`src/rtl/allgather_eject_collector.sv`:
```
// allgather_eject_collector
// Node-side receiver for AllGather packets from a router ejection port.
// Filters packets by context and collective type, stores one payload per
// rank, and raises a done pulse once every rank of the communicator has
// contributed. The gathered vector stays frozen for host readout until ack.
//
// Handshake: a packet is consumed on a rising edge where eject_ready is high
// and eject_pkt[81] (valid) is set. Only one packet is consumed per cycle.
// eject_ready depends only on the state, never on the packet, so the sender
// may hold a packet for as long as it likes without a combinational loop.
module allgather_eject_collector #(
  parameter int PKT_W  = 84,
  parameter int DATA_W = 32,
  parameter int LG_MAX = 3
) (
  input  logic              clk,
  input  logic              rst,
  input  logic [PKT_W-1:0]  eject_pkt,
  output logic              eject_ready,
  input  logic [7:0]        my_context,
  input  logic [3:0]        lg_commsize,
  input  logic [8:0]        local_rank,
  input  logic [DATA_W-1:0] local_data,
  input  logic              start,
  input  logic              ack,
  output logic              busy,
  output logic              done,
  input  logic              rd_en,
  input  logic [LG_MAX-1:0] rd_idx,
  output logic [DATA_W-1:0] rd_data,
  output logic              rd_valid,
  output logic              err_dup,
  output logic              err_range,
  output logic [7:0]        drop_cnt,
  output logic [1:0]        dbg_state
);

  localparam int DEPTH = 1 << LG_MAX;

  localparam logic [3:0] TYPE_SHORT_AG = 4'b1010;
  localparam logic [3:0] TYPE_LARGE_AG = 4'b1001;

  typedef enum logic [1:0] {
    S_IDLE    = 2'd0,
    S_COLLECT = 2'd1,
    S_DONE    = 2'd2
  } state_t;

  state_t            r_state;
  logic [DEPTH-1:0]  r_bitmap;
  logic [LG_MAX:0]   r_commsize;
  logic              r_done;
  logic              r_err_dup;
  logic              r_err_range;
  logic [7:0]        r_drop_cnt;
  logic [DATA_W-1:0] r_rd_data;
  logic              r_rd_valid;
  logic [DATA_W-1:0] r_buf [DEPTH];

  // Packet field decode
  logic [3:0]        w_type;
  logic [7:0]        w_ctx;
  logic [7:0]        w_index;
  logic [DATA_W-1:0] w_payload;
  logic [LG_MAX-1:0] w_slot;
  logic [LG_MAX-1:0] w_local_slot;
  logic              w_consume;
  logic              w_match;
  logic              w_in_range;
  logic              w_dup;
  logic              w_accept;
  logic              w_start_ok;
  logic [LG_MAX:0]   w_pop;
  logic              w_full;
  logic              w_unused_bits;

  assign w_type       = eject_pkt[35:32];
  assign w_ctx        = eject_pkt[53:46];
  assign w_index      = eject_pkt[45:38];
  assign w_payload    = eject_pkt[DATA_W-1:0];
  assign w_slot       = w_index[LG_MAX-1:0];
  assign w_local_slot = local_rank[LG_MAX-1:0];

  // Routing/header fields are not needed at the endpoint
  assign w_unused_bits = ^{eject_pkt[PKT_W-1:82], eject_pkt[80:54], eject_pkt[37:36],
                           w_index[7:LG_MAX], local_rank[8:LG_MAX]};

  assign w_consume  = (r_state == S_COLLECT) && eject_pkt[81];
  assign w_match    = ((w_type == TYPE_SHORT_AG) || (w_type == TYPE_LARGE_AG)) &&
                      (w_ctx == my_context);
  assign w_in_range = (32'(w_index) < 32'(r_commsize));
  assign w_dup      = r_bitmap[w_slot];
  assign w_accept   = w_consume && w_match && w_in_range && !w_dup;
  assign w_start_ok = start && (32'(lg_commsize) <= LG_MAX);

  // Population count of the registered bitmap for the completion check
  always_comb begin
    w_pop = '0;
    for (int i = 0; i < DEPTH; i++) begin
      w_pop = w_pop + (LG_MAX+1)'(r_bitmap[i]);
    end
  end

  assign w_full = (w_pop == r_commsize);

  // Control FSM: arming, packet classification, completion and release
  always_ff @(posedge clk or negedge rst) begin
    if (!rst) begin
      r_state     <= S_IDLE;
      r_bitmap    <= '0;
      r_commsize  <= '0;
      r_done      <= 1'b0;
      r_err_dup   <= 1'b0;
      r_err_range <= 1'b0;
      r_drop_cnt  <= '0;
    end else begin
      r_done <= 1'b0;
      case (r_state)
        S_IDLE: begin
          if (start) begin
            r_err_dup  <= 1'b0;
            r_drop_cnt <= '0;
            if (w_start_ok) begin
              r_commsize  <= (LG_MAX+1)'(1) << lg_commsize;
              r_bitmap    <= DEPTH'(1) << w_local_slot;
              r_err_range <= 1'b0;
              r_state     <= S_COLLECT;
            end else begin
              r_err_range <= 1'b1;
            end
          end
        end
        S_COLLECT: begin
          // Completion looks at the bitmap as registered before this edge
          if (w_full) begin
            r_state <= S_DONE;
            r_done  <= 1'b1;
          end
          if (w_consume) begin
            if (!w_match) begin
              if (r_drop_cnt != 8'hFF) begin
                r_drop_cnt <= r_drop_cnt + 8'd1;
              end
            end else if (!w_in_range) begin
              r_err_range <= 1'b1;
            end else if (w_dup) begin
              r_err_dup <= 1'b1;
            end else begin
              r_bitmap[w_slot] <= 1'b1;
            end
          end
        end
        S_DONE: begin
          if (ack) begin
            r_bitmap <= '0;
            r_state  <= S_IDLE;
          end
        end
        default: r_state <= S_IDLE;
      endcase
    end
  end

  // Gather buffer: local contribution on arm, remote payloads on accept
  always_ff @(posedge clk) begin
    if ((r_state == S_IDLE) && w_start_ok) begin
      r_buf[w_local_slot] <= local_data;
    end else if (w_accept) begin
      r_buf[w_slot] <= w_payload;
    end
  end

  // Registered read port; same-edge write is seen on a later read
  always_ff @(posedge clk or negedge rst) begin
    if (!rst) begin
      r_rd_valid <= 1'b0;
      r_rd_data  <= '0;
    end else begin
      r_rd_valid <= rd_en;
      if (rd_en) begin
        r_rd_data <= r_buf[rd_idx];
      end
    end
  end

  assign eject_ready = (r_state == S_COLLECT);
  assign busy        = (r_state == S_COLLECT);
  assign done        = r_done;
  assign err_dup     = r_err_dup;
  assign err_range   = r_err_range;
  assign drop_cnt    = r_drop_cnt;
  assign rd_data     = r_rd_data;
  assign rd_valid    = r_rd_valid;
  assign dbg_state   = r_state;

endmodule
```
`config.mk`:
```
export PLATFORM = sky130hd
export DESIGN_NAME = allgather_eject_collector
export DESIGN_NICKNAME = d
export VERILOG_FILES = /design/src/rtl/allgather_eject_collector.sv
export SDC_FILE = /design/constraint.sdc
export NUM_CORES = 1
export LEC_CHECK = 0
export ABC_CLOCK_PERIOD_IN_PS = 5800
export CAP_MARGIN = 20
export CORE_ASPECT_RATIO = 0.8
export CORE_MARGIN = 10
export CORE_UTILIZATION = 43
export DETAILED_ROUTE_END_ITERATION = 8
export PLACE_DENSITY = 0.66
export RECOVER_POWER = 25
export SETUP_SLACK_MARGIN = 0.05
export SLEW_MARGIN = 0
export SYNTH_ARGS = -nofsm -noshare
export SYNTH_HDL_FRONTEND = slang
export SYNTH_SLANG_ARGS = --single-unit
```
`constraint.sdc`:
```
create_clock -name clk -period 5.8 [get_ports clk]
set_input_delay 1.16 -clock clk [delete_from_list [all_inputs] [get_ports clk]]
set_output_delay 1.16 -clock clk [all_outputs]
set_load 0.02 [all_outputs]
```
==> results.sh <==
export IMPL_multi_input_area_mm2=0.00386
export IMPL_syn_inst=772
export IMPL_finClkSkew_ns=0.0223
export IMPL_synth_area_mm2=0.0132
export IMPL_max_stage_delay_ns=0.98
export IMPL_outcome="complete, but fails checks"
export IMPL_hold_viol=0
export IMPL_clk_latency_ns=0.56
export IMPL_cap_violations=2
export IMPL_period_share_pct=76.0
export IMPL_startpoint_type="primary input"
export IMPL_placed_cells=1316
export IMPL_end_kind="register"
export IMPL_synth_seq_area_share_pct=69.3
export IMPL_hold_class="register to register"
export IMPL_drt_total_wl_um=29000
export IMPL_synth_edf_count=256
export IMPL_hpwlAfterDp_um=17700
export IMPL_final_common_cell="edfxtp_1"
export IMPL_synth_cell_types=56
export IMPL_cts_root_buf="clkbuf_16"
export IMPL_max_freq_mhz=227
export IMPL_place_ws_ns=0.897
export IMPL_crit_end="r_buf[1][15]"
export IMPL_num_vias=7253
export IMPL_min_path_cells=1
export IMPL_r2r_start="r_bitmap[0]"
export IMPL_cts_tree="built"
export IMPL_clk_pin_slew_ns=0.06
export IMPL_leakage_nw=5.59
export IMPL_cts_made_buffers=29
export IMPL_nFillCells=2436
export IMPL_ys_ff_latch=314
export IMPL_core_region_area_mm2=0.0303
export IMPL_rows=57
export IMPL_synthToLayoutAreaGrowth_pct=22.9
export IMPL_grt_first_pass_wirelength_um=45300
export IMPL_cts_resized=0
export IMPL_fin_cells=1371
export IMPL_critPathSlowestCell="dlygate4sd3_1"
export IMPL_final_util_pct=53.5
export IMPL_tns_ns=0
export IMPL_final_nets=1095
export IMPL_critPathRequiredTime_ns=5.98
export IMPL_violations="capacitance limit, slew limit"
export IMPL_reg2regPathDepth=14
export IMPL_reg2reg_to="dbg_state[1]"
export IMPL_async_flop_share_pct=18.5
export IMPL_mappedNetlistNets=932
export IMPL_seq_area_mm2=0.00914
export IMPL_grt_pass1_vias=7822
export IMPL_wire_per_inst_um=21.1
export IMPL_post_route_drc_count=0
export IMPL_antenna_found_initial=0
export IMPL_ant_nets=0
export IMPL_reg2reg_slack_ns=1.81
export IMPL_path_max_fanout=32
export IMPL_vias_per_cell=5.29
export IMPL_drive_gt1_share_pct=14.9
export IMPL_path_cells="dlygate4sd3_1 > ha_1 > a211oi_1 > nor2_1 > nor4_1 > nand4_1 > o31ai_4 > buf_4"
export IMPL_critPathLaunch="eject_pkt[39]"
export IMPL_dieArea_mm2=0.0381
export IMPL_place_area_mm2=0.0153
export IMPL_worst_setup_path_type="primary input to register"
export IMPL_insertedDiodeCount=0
export IMPL_crit_arrival_ns=4.58
export IMPL_avgSynthCellArea_um2=17.1
export IMPL_grt_ovfl_total=0
export IMPL_period_minus_slack_ns=4.41
export IMPL_yosysWarnings=0
export IMPL_rsz0062_at_grt="false"
export IMPL_io_pins=193
export IMPL_cts_hold_buffers=0
export IMPL_maxSlewViolCount=125
export IMPL_final_cell_area_mm2=0.0162
export IMPL_dr_pass1_iters=5
export IMPL_port_buffers=155
export IMPL_cts_setup_buffers=0
export IMPL_slew_headroom_pct=-138
export IMPL_power_density_mw_per_mm2=329
export IMPL_power_mw=5.33
export IMPL_clock_path_buffers=3
export IMPL_die_w_um=216
export IMPL_drt_iter0_drc=592
export IMPL_timing_hold_ws_ns=0.519
export IMPL_grt_max_degree=66
export IMPL_layout_setup_ws_ns=1.39
export IMPL_ys_flop_type="edfxtp_1"
export IMPL_die_y_um=177
export IMPL_final_cell_mix="256 x edfxtp_1, 99 x clkdlybuf4s50_1, 64 x mux4_2"
export IMPL_globalplace_congestion=0.798
export IMPL_tightest_slew_ns=3.56
export IMPL_grtUsageTotal_pct=15.0
export IMPL_cts_sinks=314
export IMPL_start_util_pct=43.5
export IMPL_setup_violations=0
export IMPL_htreeDepth=1
export IMPL_ir_drop_uv=217
[metal layers]
| metal | GRT usage (%) | wire [um] |
|---|---|---|
| met4 | 2.99 | 501 |
| met2 | 25.6 | 14000 |
| met3 | 2.63 | 1290 |
| met1 | 20.0 | 13200 |
| met5 | 0 | 0 |
[worst max-delay path: cells and delay by family]
kind                     cells  cell delay (ns)
buffers and inverters        2             1.50
adder cells (fa/ha/maj)      1             0.35
AND/OR/NAND/NOR              3             0.88
AO/OA/AOI/OAI                2             0.68
[synth_stat cells (4+ instances only)]
cell type / count / area share [%]
nor3_1: 8 / 0.30
o22a_1: 6 / 0.40
nand3_1: 8 / 0.30
inv_1: 23 / 0.65
edfxtp_1: 256 / 58
xnor2_1: 4 / 0.27
o31ai_1: 4 / 0.23
nand2_1: 32 / 0.91
dfrtp_1: 58 / 11
ha_1: 11 / 1.0
xor2_1: 9 / 0.60
mux2_2: 4 / 0.34
a21oi_1: 46 / 1.7
mux2i_1: 35 / 2.7
o21ai_0: 14 / 0.53
buf_1: 4 / 0.11
nand2b_1: 8 / 0.38
clkbuf_1: 23 / 0.65
fa_1: 4 / 0.61
nor4_1: 7 / 0.33
mux2_1: 30 / 2.6
nand4_1: 5 / 0.24
buf_2: 8 / 0.30
nor2_1: 53 / 1.5
mux4_2: 64 / 11
[sequential cells by signal (all words and copies together), names as in the netlist]
register    count
r_buf         256
rd_data        32
drop_cnt        8
r_bitmap        8
r_commsize      4
dbg_state       2
done            1
err_dup         1
err_range       1
rd_valid        1
[logic make-up (layout without fill, tap and decap cells)]
group                      Yosys count  count (layout)  synth area share (%)
buffers and inverters               62             248                  2.04
adders and majority gates           15              15                  1.65
and+or+nand+nor                    139             139                  5.08
xor gates and xnor gates            13              13                 0.863
muxes                              133             133                  16.5
AOI/OAI and AO/OA                   96              96                  4.62
DFF                                314             314                  69.3
[area by class of cell]
| class | count | share of cell area, % |
|---|---|---|
| multi-input combinational | 396 | 23.8 |
| sequential | 314 | 56.3 |
| clock buffer | 34 | 4.59 |
| tap | 413 | 3.19 |
| timing repair buffer | 171 | 10.4 |
| clock inverter | 20 | 1.19 |
| inverter | 23 | 0.532 |
[report_power, final]
| part | total, mW | internal (mW) | switching, mW |
|---|---|---|---|
| Combinational | 0.872 | 0.383 | 0.489 |
| Clock | 1.88 | 1.06 | 0.826 |
| Sequential | 2.58 | 2.53 | 0.0514 |
| Total | 5.33 | 3.97 | 1.37 |
[worst min-delay path by stage]
stage             startpoint  slack (ns)            end
2_1_floorplan  r_commsize[3]        0.47  r_commsize[3]
3_3_place_gp   r_commsize[3]        0.50  r_commsize[3]
3_5_place_dp     r_bitmap[7]        0.51    r_bitmap[7]
4_1_cts          r_bitmap[7]        0.52    r_bitmap[7]
5_1_grt          r_bitmap[1]        0.53    r_bitmap[1]
6_report         r_bitmap[1]        0.52    r_bitmap[1]
No activity file was read; power rests on OpenSTA's default activity.
